`src/rtl/pkt_pkg.sv`:
```
// Shared definitions for the packet parser: header field layout, queue entry
// types, the parser FSM state encoding and small decode helpers.
package pkt_pkg;

    localparam int DA_LSB    = 0;
    localparam int DA_W      = 4;
    localparam int PRIOR_LSB = 4;
    localparam int PRIOR_W   = 3;
    localparam int LEN_LSB   = 7;
    localparam int LEN_W     = 10;
    localparam int HDR_BITS  = LEN_LSB + LEN_W;

    localparam int               WCNT_W    = 11;
    localparam logic [WCNT_W-1:0] WCNT_MAX = '1;
    localparam int               ERR_CNT_W = 16;

    typedef struct packed {
        logic [DA_W-1:0]    da;
        logic [PRIOR_W-1:0] prior;
        logic [LEN_W-1:0]   len;
    } hdr_fields_t;

    typedef struct packed {
        hdr_fields_t f;
        logic        err;
    } hdr_entry_t;

    localparam hdr_fields_t NO_FIELDS = '0;
    localparam hdr_entry_t  NO_ENTRY  = '0;

    typedef enum logic [1:0] {
        ST_IDLE,
        ST_HDR,
        ST_PLD,
        ST_DROP
    } state_t;

    function automatic hdr_fields_t decode_hdr(input logic [HDR_BITS-1:0] w);
        hdr_fields_t h;
        h.da    = w[DA_LSB +: DA_W];
        h.prior = w[PRIOR_LSB +: PRIOR_W];
        h.len   = w[LEN_LSB +: LEN_W];
        return h;
    endfunction

    // A zero-length packet still carries one payload word.
    function automatic logic [WCNT_W-1:0] exp_words(input logic [LEN_W-1:0] len,
                                                    input int bytes_per_word);
        int w;
        w = (int'(len) + bytes_per_word - 1) / bytes_per_word;
        if (w < 1) w = 1;
        return WCNT_W'(w);
    endfunction

endpackage

```
`src/rtl/pkt_hdr_fifo.sv`:
```
// Header queue: synchronous FIFO of parsed header entries. A push into a full
// queue is accepted only when a pop frees a slot in the same cycle.
module pkt_hdr_fifo
    import pkt_pkg::*;
#(
    parameter int DEPTH = 4
) (
    input  logic                     clk,
    input  logic                     rst,
    input  logic                     push,
    input  hdr_entry_t               push_data,
    input  logic                     pop,
    output hdr_entry_t               head,
    output logic                     empty,
    output logic [$clog2(DEPTH):0]   count
);

    localparam int             AW        = $clog2(DEPTH);
    localparam logic [AW:0]    DEPTH_CNT = (AW+1)'(DEPTH);

    hdr_entry_t    mem [DEPTH];
    logic [AW-1:0] wr_ptr;
    logic [AW-1:0] rd_ptr;
    logic          full;
    logic          do_push;
    logic          do_pop;

    assign empty   = (count == '0);
    assign full    = (count == DEPTH_CNT);
    assign do_pop  = pop && !empty;
    assign do_push = push && (!full || do_pop);
    assign head    = empty ? NO_ENTRY : mem[rd_ptr];

    // NOTE: storage has no reset; the head is masked while empty, so stale contents never reach an output.
    always_ff @(posedge clk) begin
        if (do_push) mem[wr_ptr] <= push_data;
    end

    always_ff @(posedge clk or posedge rst) begin
        if (rst) begin
            wr_ptr <= '0;
            rd_ptr <= '0;
            count  <= '0;
        end else begin
            if (do_push) wr_ptr <= wr_ptr + AW'(1);
            if (do_pop)  rd_ptr <= rd_ptr + AW'(1);
            case ({do_push, do_pop})
                2'b10:   count <= count + (AW+1)'(1);
                2'b01:   count <= count - (AW+1)'(1);
                default: count <= count;
            endcase
        end
    end

endmodule

```
`src/rtl/pkt_parse.sv`:
```
// Packet parser: splits header/payload, queues decoded headers and streams
// payload with a one-word skid for the last flag. Define PKT_PARSE_CHK_EN for length checking and error counting.
module pkt_parse
    import pkt_pkg::*;
#(
    parameter int DW       = 32,
    parameter int HQ_DEPTH = 4
) (
    input  logic                 clk,
    input  logic                 rst,
    input  logic                 i_sop,
    input  logic                 i_vld,
    input  logic [DW-1:0]        i_data,
    input  logic                 i_eop,
    output logic                 o_ready,
    output logic                 o_hdr_vld,
    input  logic                 i_hdr_rdy,
    output logic [DA_W-1:0]      o_hdr_da,
    output logic [PRIOR_W-1:0]   o_hdr_prior,
    output logic [LEN_W-1:0]     o_hdr_len,
    output logic                 o_hdr_err,
    output logic                 o_pld_vld,
    output logic [DW-1:0]        o_pld_data,
    output logic                 o_pld_last,
    output logic [ERR_CNT_W-1:0] o_err_cnt
);

    localparam int             QCW         = $clog2(HQ_DEPTH) + 1;
    localparam logic [QCW-1:0] READY_LIMIT = QCW'(HQ_DEPTH - 1);

    state_t      state_q, state_d;
    logic        latch_hdr, take_word, close_pkt, close_proto, hdr_only, proto_err;
    logic        len_err;
    hdr_fields_t hdr_q;
    logic        held_vld;
    logic [DW-1:0] held_data;
    logic        push_q;
    hdr_entry_t  push_entry_q;
    hdr_entry_t  hq_head;
    logic        hq_empty;
    logic        hq_pop;
    logic [QCW-1:0] hq_count;

    assign o_ready = (state_q == ST_IDLE) && (hq_count < READY_LIMIT);

    always_ff @(posedge clk or posedge rst) begin
        if (rst) state_q <= ST_IDLE;
        else     state_q <= state_d;
    end

    // NOTE: every output gets a default before the case, so no path can infer a latch.
    always_comb begin
        state_d     = state_q;
        latch_hdr   = 1'b0;
        take_word   = 1'b0;
        close_pkt   = 1'b0;
        close_proto = 1'b0;
        hdr_only    = 1'b0;
        proto_err   = 1'b0;
        case (state_q)
            ST_IDLE: begin
                if (i_sop && o_ready)            state_d = ST_HDR;
                else if (i_sop || i_vld || i_eop) proto_err = 1'b1;
            end
            ST_HDR: begin
                if (i_sop || i_eop) begin
                    close_pkt   = 1'b1;
                    close_proto = 1'b1;
                    hdr_only    = 1'b1;
                    proto_err   = 1'b1;
                    state_d     = i_sop ? ST_HDR : ST_IDLE;
                end else if (i_vld) begin
                    latch_hdr = 1'b1;
                    state_d   = ST_PLD;
                end
            end
            ST_PLD: begin
                if (i_sop) begin
                    close_pkt   = 1'b1;
                    close_proto = 1'b1;
                    proto_err   = 1'b1;
                    state_d     = ST_HDR;
                end else if (i_eop) begin
                    close_pkt = 1'b1;
                    state_d   = ST_IDLE;
                end else if (i_vld) begin
                    take_word = 1'b1;
                end
            end
            // Recovery state: swallow words until the next packet boundary.
            ST_DROP: begin
                if (i_sop)      state_d = ST_HDR;
                else if (i_eop) state_d = ST_IDLE;
            end
            default: state_d = ST_IDLE;
        endcase
    end

    // NOTE: non-blocking assignments so every register samples pre-edge values.
    always_ff @(posedge clk or posedge rst) begin
        if (rst) begin
            hdr_q        <= NO_FIELDS;
            held_vld     <= 1'b0;
            held_data    <= '0;
            o_pld_vld    <= 1'b0;
            o_pld_data   <= '0;
            o_pld_last   <= 1'b0;
            push_q       <= 1'b0;
            push_entry_q <= NO_ENTRY;
        end else begin
            o_pld_vld  <= 1'b0;
            o_pld_last <= 1'b0;
            push_q     <= close_pkt;
            if (close_pkt) begin
                push_entry_q.f   <= hdr_only ? NO_FIELDS : hdr_q;
                push_entry_q.err <= close_proto | len_err;
            end
            if (latch_hdr) hdr_q <= decode_hdr(i_data[HDR_BITS-1:0]);
            if (take_word) begin
                if (held_vld) begin
                    o_pld_vld  <= 1'b1;
                    o_pld_data <= held_data;
                end
                held_vld  <= 1'b1;
                held_data <= i_data;
            end else if (close_pkt) begin
                if (held_vld) begin
                    o_pld_vld  <= 1'b1;
                    o_pld_last <= 1'b1;
                    o_pld_data <= held_data;
                end
                held_vld <= 1'b0;
            end
        end
    end

    pkt_hdr_fifo #(
        .DEPTH (HQ_DEPTH)
    ) u_hdr_fifo (
        .clk       (clk),
        .rst       (rst),
        .push      (push_q),
        .push_data (push_entry_q),
        .pop       (hq_pop),
        .head      (hq_head),
        .empty     (hq_empty),
        .count     (hq_count)
    );

    assign o_hdr_vld   = !hq_empty;
    assign hq_pop      = o_hdr_vld && i_hdr_rdy;
    assign o_hdr_da    = hq_head.f.da;
    assign o_hdr_prior = hq_head.f.prior;
    assign o_hdr_len   = hq_head.f.len;
    assign o_hdr_err   = hq_head.err;

`ifdef PKT_PARSE_CHK_EN
    localparam logic [ERR_CNT_W-1:0] ERR_MAX = '1;

    logic [WCNT_W-1:0]    wcnt_q;
    logic                 drop_err;
    logic [1:0]           err_inc;
    logic [ERR_CNT_W-1:0] err_cnt_q;

    always_ff @(posedge clk or posedge rst) begin
        if (rst)                                    wcnt_q <= '0;
        else if (latch_hdr)                         wcnt_q <= '0;
        else if (take_word && wcnt_q != WCNT_MAX)   wcnt_q <= wcnt_q + WCNT_W'(1);
    end

    assign len_err  = close_pkt && !hdr_only && (wcnt_q != exp_words(hdr_q.len, DW/8));
    // A push into a full queue with no simultaneous pop is lost.
    assign drop_err = push_q && (hq_count == QCW'(HQ_DEPTH)) && !hq_pop;
    assign err_inc  = {1'b0, proto_err | len_err} + {1'b0, drop_err};

    always_ff @(posedge clk or posedge rst) begin
        if (rst)
            err_cnt_q <= '0;
        else if (err_cnt_q > ERR_MAX - ERR_CNT_W'(err_inc))
            err_cnt_q <= ERR_MAX;
        else
            err_cnt_q <= err_cnt_q + ERR_CNT_W'(err_inc);
    end

    assign o_err_cnt = err_cnt_q;
`else
    assign len_err   = 1'b0;
    assign o_err_cnt = '0;
`endif

endmodule

```
`config.mk`:
```
export PLATFORM = sky130hd
export DESIGN_NAME = pkt_parse
export DESIGN_NICKNAME = d
export VERILOG_FILES = /design/src/rtl/pkt_pkg.sv /design/src/rtl/pkt_hdr_fifo.sv /design/src/rtl/pkt_parse.sv
export SDC_FILE = /design/constraint.sdc
export NUM_CORES = 1
export LEC_CHECK = 0
export CAP_MARGIN = 20
export CORE_MARGIN = 5
export CORE_UTILIZATION = 30
export CTS_CLUSTER_SIZE = 28
export DETAILED_ROUTE_END_ITERATION = 7
export DONT_BUFFER_PORTS = 1
export GPL_TIMING_DRIVEN = 0
export PLACE_DENSITY = 0.44
export SLEW_MARGIN = 30
export SYNTH_ARGS = -nofsm -noshare
export SYNTH_HDL_FRONTEND = slang
export SYNTH_SLANG_ARGS = --single-unit
```
`constraint.sdc`:
```
create_clock -name clk -period 4.6 [get_ports clk]
set_clock_uncertainty 0.1 [all_clocks]
set_input_delay 0.23 -clock clk [delete_from_list [all_inputs] [get_ports clk]]
set_output_delay 0.23 -clock clk [all_outputs]
set_load 0.05 [all_outputs]
```
==> results of run 1 <==
[area by class of cell]
cell class	count	area [um^2]
fill	2322	15400
inverter	13	56.3
clock buffer	24	494
clock inverter	8	68.8
sequential	184	4960
timing repair buffer	37	388
buffer	35	231
tap	324	405
multi-input combinational	236	2130
[path summary, 6_finish.rpt]
check	to	slack (ps)	cells after the start
setup / recovery	o_hdr_prior[2]	1930	4
hold / removal	u_hdr_fifo.rd_ptr[0]	50	2
setup reg to reg	u_hdr_fifo.count[2]	2100	9
hold reg to reg	o_pld_data[15]	380	1
max in group asynchronous	o_pld_data[12]	3540	3
min in group asynchronous	held_data[4]	220	2
[cells by family (layout without fill, tap and decap cells)]
kind of cell	after synthesis	after routing	synth area share, %
flip-flops	184	184	67.9
multiplexers	101	101	18.3
AND/OR/NAND/NOR	74	74	4.79
buffers and inverters	48	117	3.83
AO/OA/AOI/OAI	28	28	2.48
adder cells (fa/ha/maj)	11	11	1.98
XOR/XNOR	6	6	0.718
other	1	16	0.0513
[metrics by stage]
step / setup slack, ps / hold slack (ps) / total power [mW] / std cells / area [um^2]
finish: 1930 / 51.0 / 6.02 / 861 / 8740
CTS: 1820 / 35.7 / 6.12 / 861 / 8740
global route: 1730 / 33.3 / 6.37 / 861 / 8740
floorplan: 1310 / 282 / 4.27 / 468 / 7370
global placement: 83.2 / 282 / 4.61 / 792 / 7780
detailed placement: 2040 / 4.38 / 4.68 / 793 / 7820
[power by group through the flow]
stage	Combinational, mW	Clock (mW)	Sequential, mW
5_1_grt	1.97	1.51	2.90
4_1_cts	1.84	1.43	2.84
6_report	1.79	1.39	2.83
3_5_place_dp	1.81	0	2.88
3_3_place_gp	1.76	0	2.85
2_1_floorplan	1.52	0	2.75
[what timing repair did]
item,4_1_cts,5_1_grt
buffers inserted,0,0
resized for setup,0,0
hold endpoints to repair,164,0
hold buffers,36,0
[worst register-to-register path, stage by stage, from the launching register on]
cell      delay [ps]
dfrtp_1          430
or3_1            150
clkbuf_1         390
and2_1           290
ha_1             220
inv_1             70
fa_1             380
xor2_1           150
nor2_1           110
xnor2_1          130
[layout by cell type, fill, tap and decap left out, drive strengths merged]
cell           n
dfrtp        112
mux2          81
edfxtp        72
nand2         41
dlygate4sd3   36
clkbuf        31
buf           29
and2          25
o21ai         22
mux4          18
conb          16
inv           13
ha            10
clkinv         6
nor2           5
xnor2          4
a21oi          3
and3           2
mux2i          2
xor2           2
o41a           1
or3            1
o221ai         1
a22oi          1
fa             1
bufinv         1
clkinvlp       1
[registers in the layout (all words and copies together), names as in the netlist]
register / count
hdr_q: 17
u_hdr_fifo.count: 3
held_vld: 1
state_q: 2
u_hdr_fifo.wr_ptr: 2
o_pld_data: 32
u_hdr_fifo.rd_ptr: 2
u_hdr_fifo.mem: 72
o_pld_last: 1
push_q: 1
push_entry_q: 18
o_pld_vld: 1
held_data: 32
[routing by layer]
layer  global-route usage (%)  wire length (um)
met5                        0                 0
met1                     13.8              6510
met2                     17.6              7000
met4                     3.12               178
met3                     3.86               895
==> flow_summary_export.csv, run 1 <==
group,metric,value,unit
power_and_ir_drop,combPwrFrac,29.8,%
routing,antenna_left,0,
sta,finalHoldViolCount,0,
placed_design,gp_congestion,0.688,
routing,drtIter0Drc,87,
placed_design,hpwl,10.2,mm
synthesis,netlist_instances,453,
routing,vias,3705,
power_and_ir_drop,p_leak,3.70,nW
min_path,holdCritPathClass,"input pin to flop",
global_route,gr-usage-all-layers,10.9,%
floorplan,fp.coreArea,24200,um^2
worst_setup_path,cp.required,4270,ps
sta,tns,0,ps
floorplan,io_pins,108,
routing,drc_errors,0,
clock_network,worst_skew_pair.late_latency,410,ps
worst_setup_path,cp_num_buf_inv,2,
power_and_ir_drop,internal_power,3.69,mW
worst_setup_path,crit_arrival,2340,ps
sta,grt_setup_unrepaired,"no",
synthesis,synth.top_cells.by_count,"dfrtp_1, mux2_2, edfxtp_1, nand2_1, and2_1",
synthesis,synth_edf_count,72,
global_route,grt_pass1_wl,23.4,mm
power_and_ir_drop,vdd_drop_max,334,uV
synthesis,yosys_most_used_dff,"dfrtp_1",
synthesis,ys_top_cells_by_area,"dfrtp_1, edfxtp_1, mux2_2",
worst_setup_path,crit_chain,"clkbuf_1, buf_2, mux4_2, and2_1",
finish,final_util,36.2,%
clock_network,h-tree-depth,4,
clock_network,cts.sinks,184,
worst_setup_path,cpLargestDelayFamily,"buffers and inverters",
routing,wl_per_cell,16.9,um
worst_setup_path,path_class,"flop to output port",
routing,drt-vias-per-instance,4.30,
clock_network,clk_pin_slew,60,ps
floorplan,initial_core_util,30.3,%
synthesis,synth.distinct_cells,29,
synthesis,ys.warnings.count,0,
worst_setup_path,crit_path_start_kind,"flop",
worst_setup_path,crit_fanout,10,
sta,maxSlewViolCount,0,
synthesis,syn_area,7320,um^2
synthesis,synth_most_common_cell,"dfrtp_1",
synthesis,yosysTopAreaCellShare,38.3,%
power_and_ir_drop,power_switching_share,38.7,%
sta,period_needed,2670,ps
worst_setup_path,slowest_stage,"clkbuf_1",
power_and_ir_drop,p_per_area,688,nW/um^2
power_and_ir_drop,seqPwrFrac,47.1,%
placed_design,io_buffers,0,
power_and_ir_drop,p_sw,2.33,mW
floorplan,die_x,166,um
floorplan,die_h,166,um
clock_network,cts_tree,"built",
sta,setup_viol,0,
worst_setup_path,end_kind,"output port",
flow_run,cap_violations,0,
power_and_ir_drop,p_clk_share,23.1,%
global_route,grt_pass1_vias,4010,
sta,fmax,0.374,GHz
synthesis,ys_async_sr_fraction,60.9,%
global_route,grt_overflow,0,
sta,finalCritPeriodShare,58.1,%
finish,nets,573,
worst_setup_path,max_stage_delay,480,ps
worst_setup_path,r2r_start,"u_hdr_fifo.count[0]",
routing,drt_first_pass_iters,4,
routing,wl,14.6,mm
sta,maxSlewHeadroom,38.5,%
outcome,status,"finished clean",
clock_network,cts_max_path_buffers,2,
min_path,min_from,"i_hdr_rdy",
clock_network,cts_buffers,17,
global_route,antenna_found_initial,0,
finish,n_antenna_cell,0,
synthesis,synth.largest_area_cell,"dfrtp_1",
finish,synthToLayoutAreaGrowth,19.5,%
global_route,grt_max_degree,68,
synthesis,avgSynthCellArea,16.1,um^2
worst_setup_path,setup.worst_path.start,"u_hdr_fifo.rd_ptr[1]",
clock_network,clockRootBuffer,"clkbuf_16",
floorplan,fp-row-count,57,
finish,drive_above_1_share,29.6,%
sta,worst_pin_slew,923,ps
floorplan,die-area,27600,um^2
synthesis,ys_ff_latch,184,
synthesis,ys_seq_area_share,67.9,%
Note: power is estimated with default switching activity, not from simulation.
==> inputs of run 2 (changes only) <==
PLACE_DENSITY = 0.45   (was 0.44)
clock period = 2.2 ns   (was 4.6 ns; I/O delays follow)
==> flow_summary_export.csv, run 2 (same netlist as run 1, synthesis figures left out) <==
group,metric,value,unit
min_path,holdPathEnd,"state_q[1]",
worst_setup_path,r2r_start,"u_hdr_fifo.count[2]",
clock_network,cts.sinks,184,
min_path,holdCritPathClass,"input pin to flop",
global_route,antenna_found_initial,0,
sta,setup_viol,0,
worst_setup_path,crit_fanout,10,
routing,drt_first_pass_iters,4,
outcome,status,"finished clean",
sta,fmax,0.471,GHz
global_route,grt_pass1_wl,23.4,mm
routing,drtIter0Drc,137,
global_route,grt_overflow,0,
global_route,grt_max_degree,32,
power_and_ir_drop,p_leak,3.78,nW
floorplan,fp.coreArea,24200,um^2
worst_setup_path,end_kind,"output port",
worst_setup_path,crit_path_start_kind,"flop",
sta,maxSlewHeadroom,64.5,%
finish,layout_commonest_cell,"dfrtp_1",
flow_run,cap_violations,0,
sta,finalHoldViolCount,0,
finish,n_antenna_cell,0,
sta,maxSlewViolCount,0,
clock_network,clk_pin_slew,70,ps
placed_design,gp_congestion,0.655,
sta,worst_pin_slew,536,ps
sta,period_needed,2120,ps
placed_design,io_buffers,0,
worst_setup_path,timing.rr.end,"u_hdr_fifo.count[2]",
finish,nets,582,
finish,largest-register,"u_hdr_fifo.mem",
placed_design,place_area,7870,um^2
worst_setup_path,cp.required,1990,ps
floorplan,initial_core_util,30.3,%
sta,hold_slack,32.3,ps
min_path,min_from,"i_vld",
finish,instances_no_fill,870,
worst_setup_path,path_class,"flop to output port",
sta,grt_setup_unrepaired,"yes",
finish,drive_above_1_share,34.8,%
placed_design,dp.cells,796,
finish,synthToLayoutAreaGrowth,21.9,%
clock_network,cts_buffers,17,
worst_setup_path,r2r_slack,90,ps
clock_network,cts_tree,"built",
global_route,gr-usage-all-layers,10.8,%
routing,drt-vias-per-instance,4.32,
worst_setup_path,crit_arrival,1910,ps
clock_network,clockRootBuffer,"clkbuf_16",
floorplan,fp-row-count,57,
placed_design,hpwl,10.3,mm
floorplan,io_pins,108,
power_and_ir_drop,vdd_drop_max,647,uV
routing,vias,3755,
routing,wl,14.5,mm
floorplan,die_x,166,um
finish,layout_common_cells,"dfrtp_1, mux2_2, edfxtp_1",
finish,reg_top3,"u_hdr_fifo.mem (72), held_data (32), o_pld_data (32)",
clock_network,cts_max_path_buffers,2,
power_and_ir_drop,p_per_area,1430,nW/um^2
routing,wl_per_cell,16.7,um
worst_setup_path,ff2ff_path_depth,9,
clock_network,worst_skew_pair.late_latency,420,ps
routing,antenna_left,0,
finish,largest_reg_flops,72,
power_and_ir_drop,power,12.7,mW
floorplan,die-area,27600,um^2
sta,finalCritPeriodShare,96.5,%
floorplan,die_h,166,um
global_route,grt_pass1_vias,4130,
routing,drc_errors,0,
finish,final_area,8920,um^2
min_path,holdPathStages,3,
clock_network,h-tree-depth,4,
run 2: cell types whose count changed in the layout (fill, tap and decap cells not counted), moves of 3 or more:
cell      before  now
inv_6          0    6
clkbuf_1      12    4
and2_1        21   15
buf_12         0    4
inv_2          0    3
buf_4         16   23
ha_1          10    7
inv_1         11    8
and2_2         4    9
clkinv_2       5    2
buf_2          8    5
run 2: worst max-delay path by stage:
stage                    startpoint  slack, ps             endpoint  cells past startpoint
2_1_floorplan   u_hdr_fifo.count[1]         90  u_hdr_fifo.count[1]                      7
5_1_grt         u_hdr_fifo.count[2]         -9  u_hdr_fifo.count[2]                      9
3_3_place_gp    u_hdr_fifo.count[0]       -270  u_hdr_fifo.count[2]                      9
3_5_place_dp    u_hdr_fifo.count[0]       -330  u_hdr_fifo.count[2]                      9
6_report       u_hdr_fifo.rd_ptr[0]         80       o_hdr_prior[2]                      3
4_1_cts        u_hdr_fifo.rd_ptr[0]          8          o_hdr_da[3]                      3
run 2: stage by stage:
step | setup TNS, ps | setup slack, ps | utilization (%)
global route | -9.25 | -9.25 | 36.9
floorplan | 0 | 90.3 | -
finish | 0 | 77.3 | 36.9
global placement | -5970 | -269 | 32.2
CTS | 0 | 8.28 | 36.8
detailed placement | -7650 | -329 | 32.6
run 2: area by class of cell:
type                    instances  area, um^2
fillers                      2296       15300
multi-input cells             236        2170
clock buffers                  18         439
plain buffers                  34         264
flip-flops and latches        184        4970
repair buffers                 47         515
inverters                      13        52.6
well taps                     324         405
clock inverters                14         111
run 2: routing by layer:
metal	GRT usage (%)	up-vias	share of wire [%]
met4	3.12	0	0.94
met3	3.57	11	5.1
met2	17.7	74	49
li1	-	1738	-
met1	13.9	1932	45
met5	0	-	0
run 2: report_power, final:
| part | internal (mW) | total [mW] | switching (mW) |
|---|---|---|---|
| logic | 1.54 | 3.93 | 2.39 |
| clock network | 1.51 | 2.86 | 1.35 |
| registers | 4.67 | 5.94 | 1.27 |
| total | 7.72 | 12.7 | 5.01 |
run 2: timing repair:
action / 4_1_cts / 5_1_grt
gates cloned: 0 / 0
endpoints found under the hold margin: 157 / 0
resized for setup: 15 / 12
hold buffers: 37 / 0
buffers inserted: 5 / 1
endpoints found under the setup margin: 52 / 60
pin swaps: 3 / 7
run 2: worst max-delay path: stages, from the launching register on:
cell,delay [ps]
dfrtp_1,370
buf_4,250
mux4_2,560
and2_2,320
==> inputs of run 3 (changes only) <==
CORE_UTILIZATION = 44   (was 30)
PLACE_DENSITY = 0.59   (was 0.45)
clock period = 2 ns   (was 2.2 ns; I/O delays follow)
==> flow_summary_export.csv, run 3 (same netlist as run 1, synthesis figures left out) <==
group,metric,value,unit
outcome,status,"complete, but fails checks",
outcome,violations,"setup timing",
worst_setup_path,end_kind,"flop",
finish,largest_reg_flops,72,
worst_setup_path,timing.rr.end,"o_pld_data[5]",
global_route,antenna_found_initial,2,
finish,reg_top3,"u_hdr_fifo.mem (72), held_data (32), o_pld_data (32)",
worst_setup_path,r2r_slack,-110,ps
clock_network,cts_tree,"built",
sta,finalCritPeriodShare,106,%
routing,drt-vias-per-instance,4.93,
sta,period_needed,2110,ps
worst_setup_path,r2r_start,"state_q[0]",
clock_network,h-tree-depth,4,
routing,vias,3949,
global_route,grt_pass1_vias,4143,
power_and_ir_drop,seqPwrFrac,42.6,%
placed_design,hpwl,9.34,mm
finish,largest-register,"u_hdr_fifo.mem",
worst_setup_path,cp.required,2200,ps
sta,worst_pin_slew,541,ps
floorplan,die-area,19300,um^2
power_and_ir_drop,internal_power,9.77,mW
floorplan,die_x,139,um
global_route,grt_pass1_wl,22.9,mm
floorplan,die_h,139,um
finish,synthToLayoutAreaGrowth,30.3,%
global_route,grt_max_degree,32,
placed_design,place_ws,-298,ps
routing,wl_per_cell,18.4,um
worst_setup_path,setup.worst_path.start,"state_q[0]",
clock_network,clockRootBuffer,"clkbuf_16",
finish,layout_common_cells,"dfrtp_1, edfxtp_1, mux2_2",
finish,final_area,9530,um^2
floorplan,fp-row-count,47,
clock_network,cts_buffers,17,
power_and_ir_drop,combPwrFrac,34.9,%
flow_run,cap_violations,0,
power_and_ir_drop,p_clk_share,22.5,%
sta,fmax,0.474,GHz
global_route,gr-usage-all-layers,15.4,%
routing,drt_first_pass_iters,4,
sta,grt_setup_unrepaired,"yes",
sta,postLayoutSetupSlackWorst,-112,ps
finish,drive_above_1_share,43.4,%
sta,setup_viol,32,
floorplan,initial_core_util,44.4,%
min_path,holdCritPathClass,"input pin to asynchronous set/reset pin",
worst_setup_path,crit_fanout,5,
sta,maxSlewViolCount,0,
floorplan,fp.coreArea,16500,um^2
power_and_ir_drop,vdd_drop_max,861,uV
finish,layout_commonest_cell,"dfrtp_1",
worst_setup_path,crit_path_start_kind,"flop",
sta,finalHoldViolCount,0,
sta,maxSlewHeadroom,63.9,%
clock_network,cts_max_path_buffers,2,
worst_setup_path,path_class,"flop to flop",
routing,antenna_left,0,
routing,drtIter0Drc,186,
clock_network,cts.sinks,184,
power_and_ir_drop,p_sw,5.68,mW
worst_setup_path,crit_arrival,2320,ps
routing,drc_errors,0,
worst_setup_path,ff2ff_path_depth,9,
power_and_ir_drop,p_per_area,1620,nW/um^2
global_route,grt_overflow,0,
power_and_ir_drop,p_leak,4.19,nW
finish,nets,615,
power_and_ir_drop,power_switching_share,36.8,%
placed_design,io_buffers,0,
placed_design,place_area,7750,um^2
placed_design,gp_congestion,0.776,
finish,final_util,57.9,%
clock_network,worst_skew_pair.late_latency,430,ps
routing,wl,14.7,mm
clock_network,clk_pin_slew,70,ps
floorplan,io_pins,108,
[run 3: per-layer routing]
metal  GRT usage, %  vias up  part of all wire [%]
met5              0        -                     0
met4           6.13        0                   1.7
met3           5.55       23                   7.1
met2           24.4      111                    50
met1           19.3     2009                    41
li1               -     1806                     -
[run 3: power groups by stage]
stage	Combinational (mW)	Clock, mW	Sequential, mW
floorplan	3.52	0	6.34
global placement	3.99	0	6.53
detailed placement	4.14	0	6.61
CTS	5.12	3.54	6.57
global route	5.82	3.71	6.73
finish	5.40	3.47	6.58
[run 3: critical path, cell delays in order (launching register included)]
cell      delay (ps)
dfrtp_1          420
buf_6            140
ha_4             160
o221ai_4         230
inv_2            100
o21ai_4          180
buf_6            150
buf_6            100
buf_8            120
mux2_4           290
[run 3: repair_timing]
item / CTS / global route
buffers inserted: 28 / 11
pin swaps: 9 / 10
hold buffers: 38 / 0
endpoints found under the setup margin: 163 / 83
gates resized for setup: 100 / 41
endpoints found under the hold margin: 170 / 0
cloned: 3 / 2
[run 3: worst max-delay path by stage]
| stage | cells after the start | end | slack, ps |
|---|---|---|---|
| floorplan | 8 | u_hdr_fifo.count[2] | -60 |
| global placement | 7 | o_pld_data[10] | -220 |
| detailed placement | 7 | o_pld_data[14] | -300 |
| CTS | 9 | o_pld_data[25] | -90 |
| global route | 9 | u_hdr_fifo.count[2] | -170 |
| finish | 9 | o_pld_data[5] | -110 |
[run 3: final cells by class]
cell class	instances	area (um^2)
timing repair buffer	83	928
fill	1293	6940
tap	220	275
multi-input combinational	236	2380
antenna	2	5.00
buffer	31	290
inverter	13	56.3
clock inverter	8	75.1
clock buffer	24	557
sequential	184	4970
[run 3: per-stage QoR]
| step | power, mW | setup TNS, ps | hold slack, ps | cells |
|---|---|---|---|---|
| 2_1_floorplan | 9.86 | -73.4 | 152 | 468 |
| 3_3_place_gp | 10.5 | -21950 | 152 | 688 |
| 3_5_place_dp | 10.7 | -21430 | -108 | 692 |
| 4_1_cts | 15.2 | -2310 | 23.0 | 791 |
| 5_1_grt | 16.3 | -4600 | 70.5 | 801 |
| 6_report | 15.5 | -2010 | 56.5 | 801 |
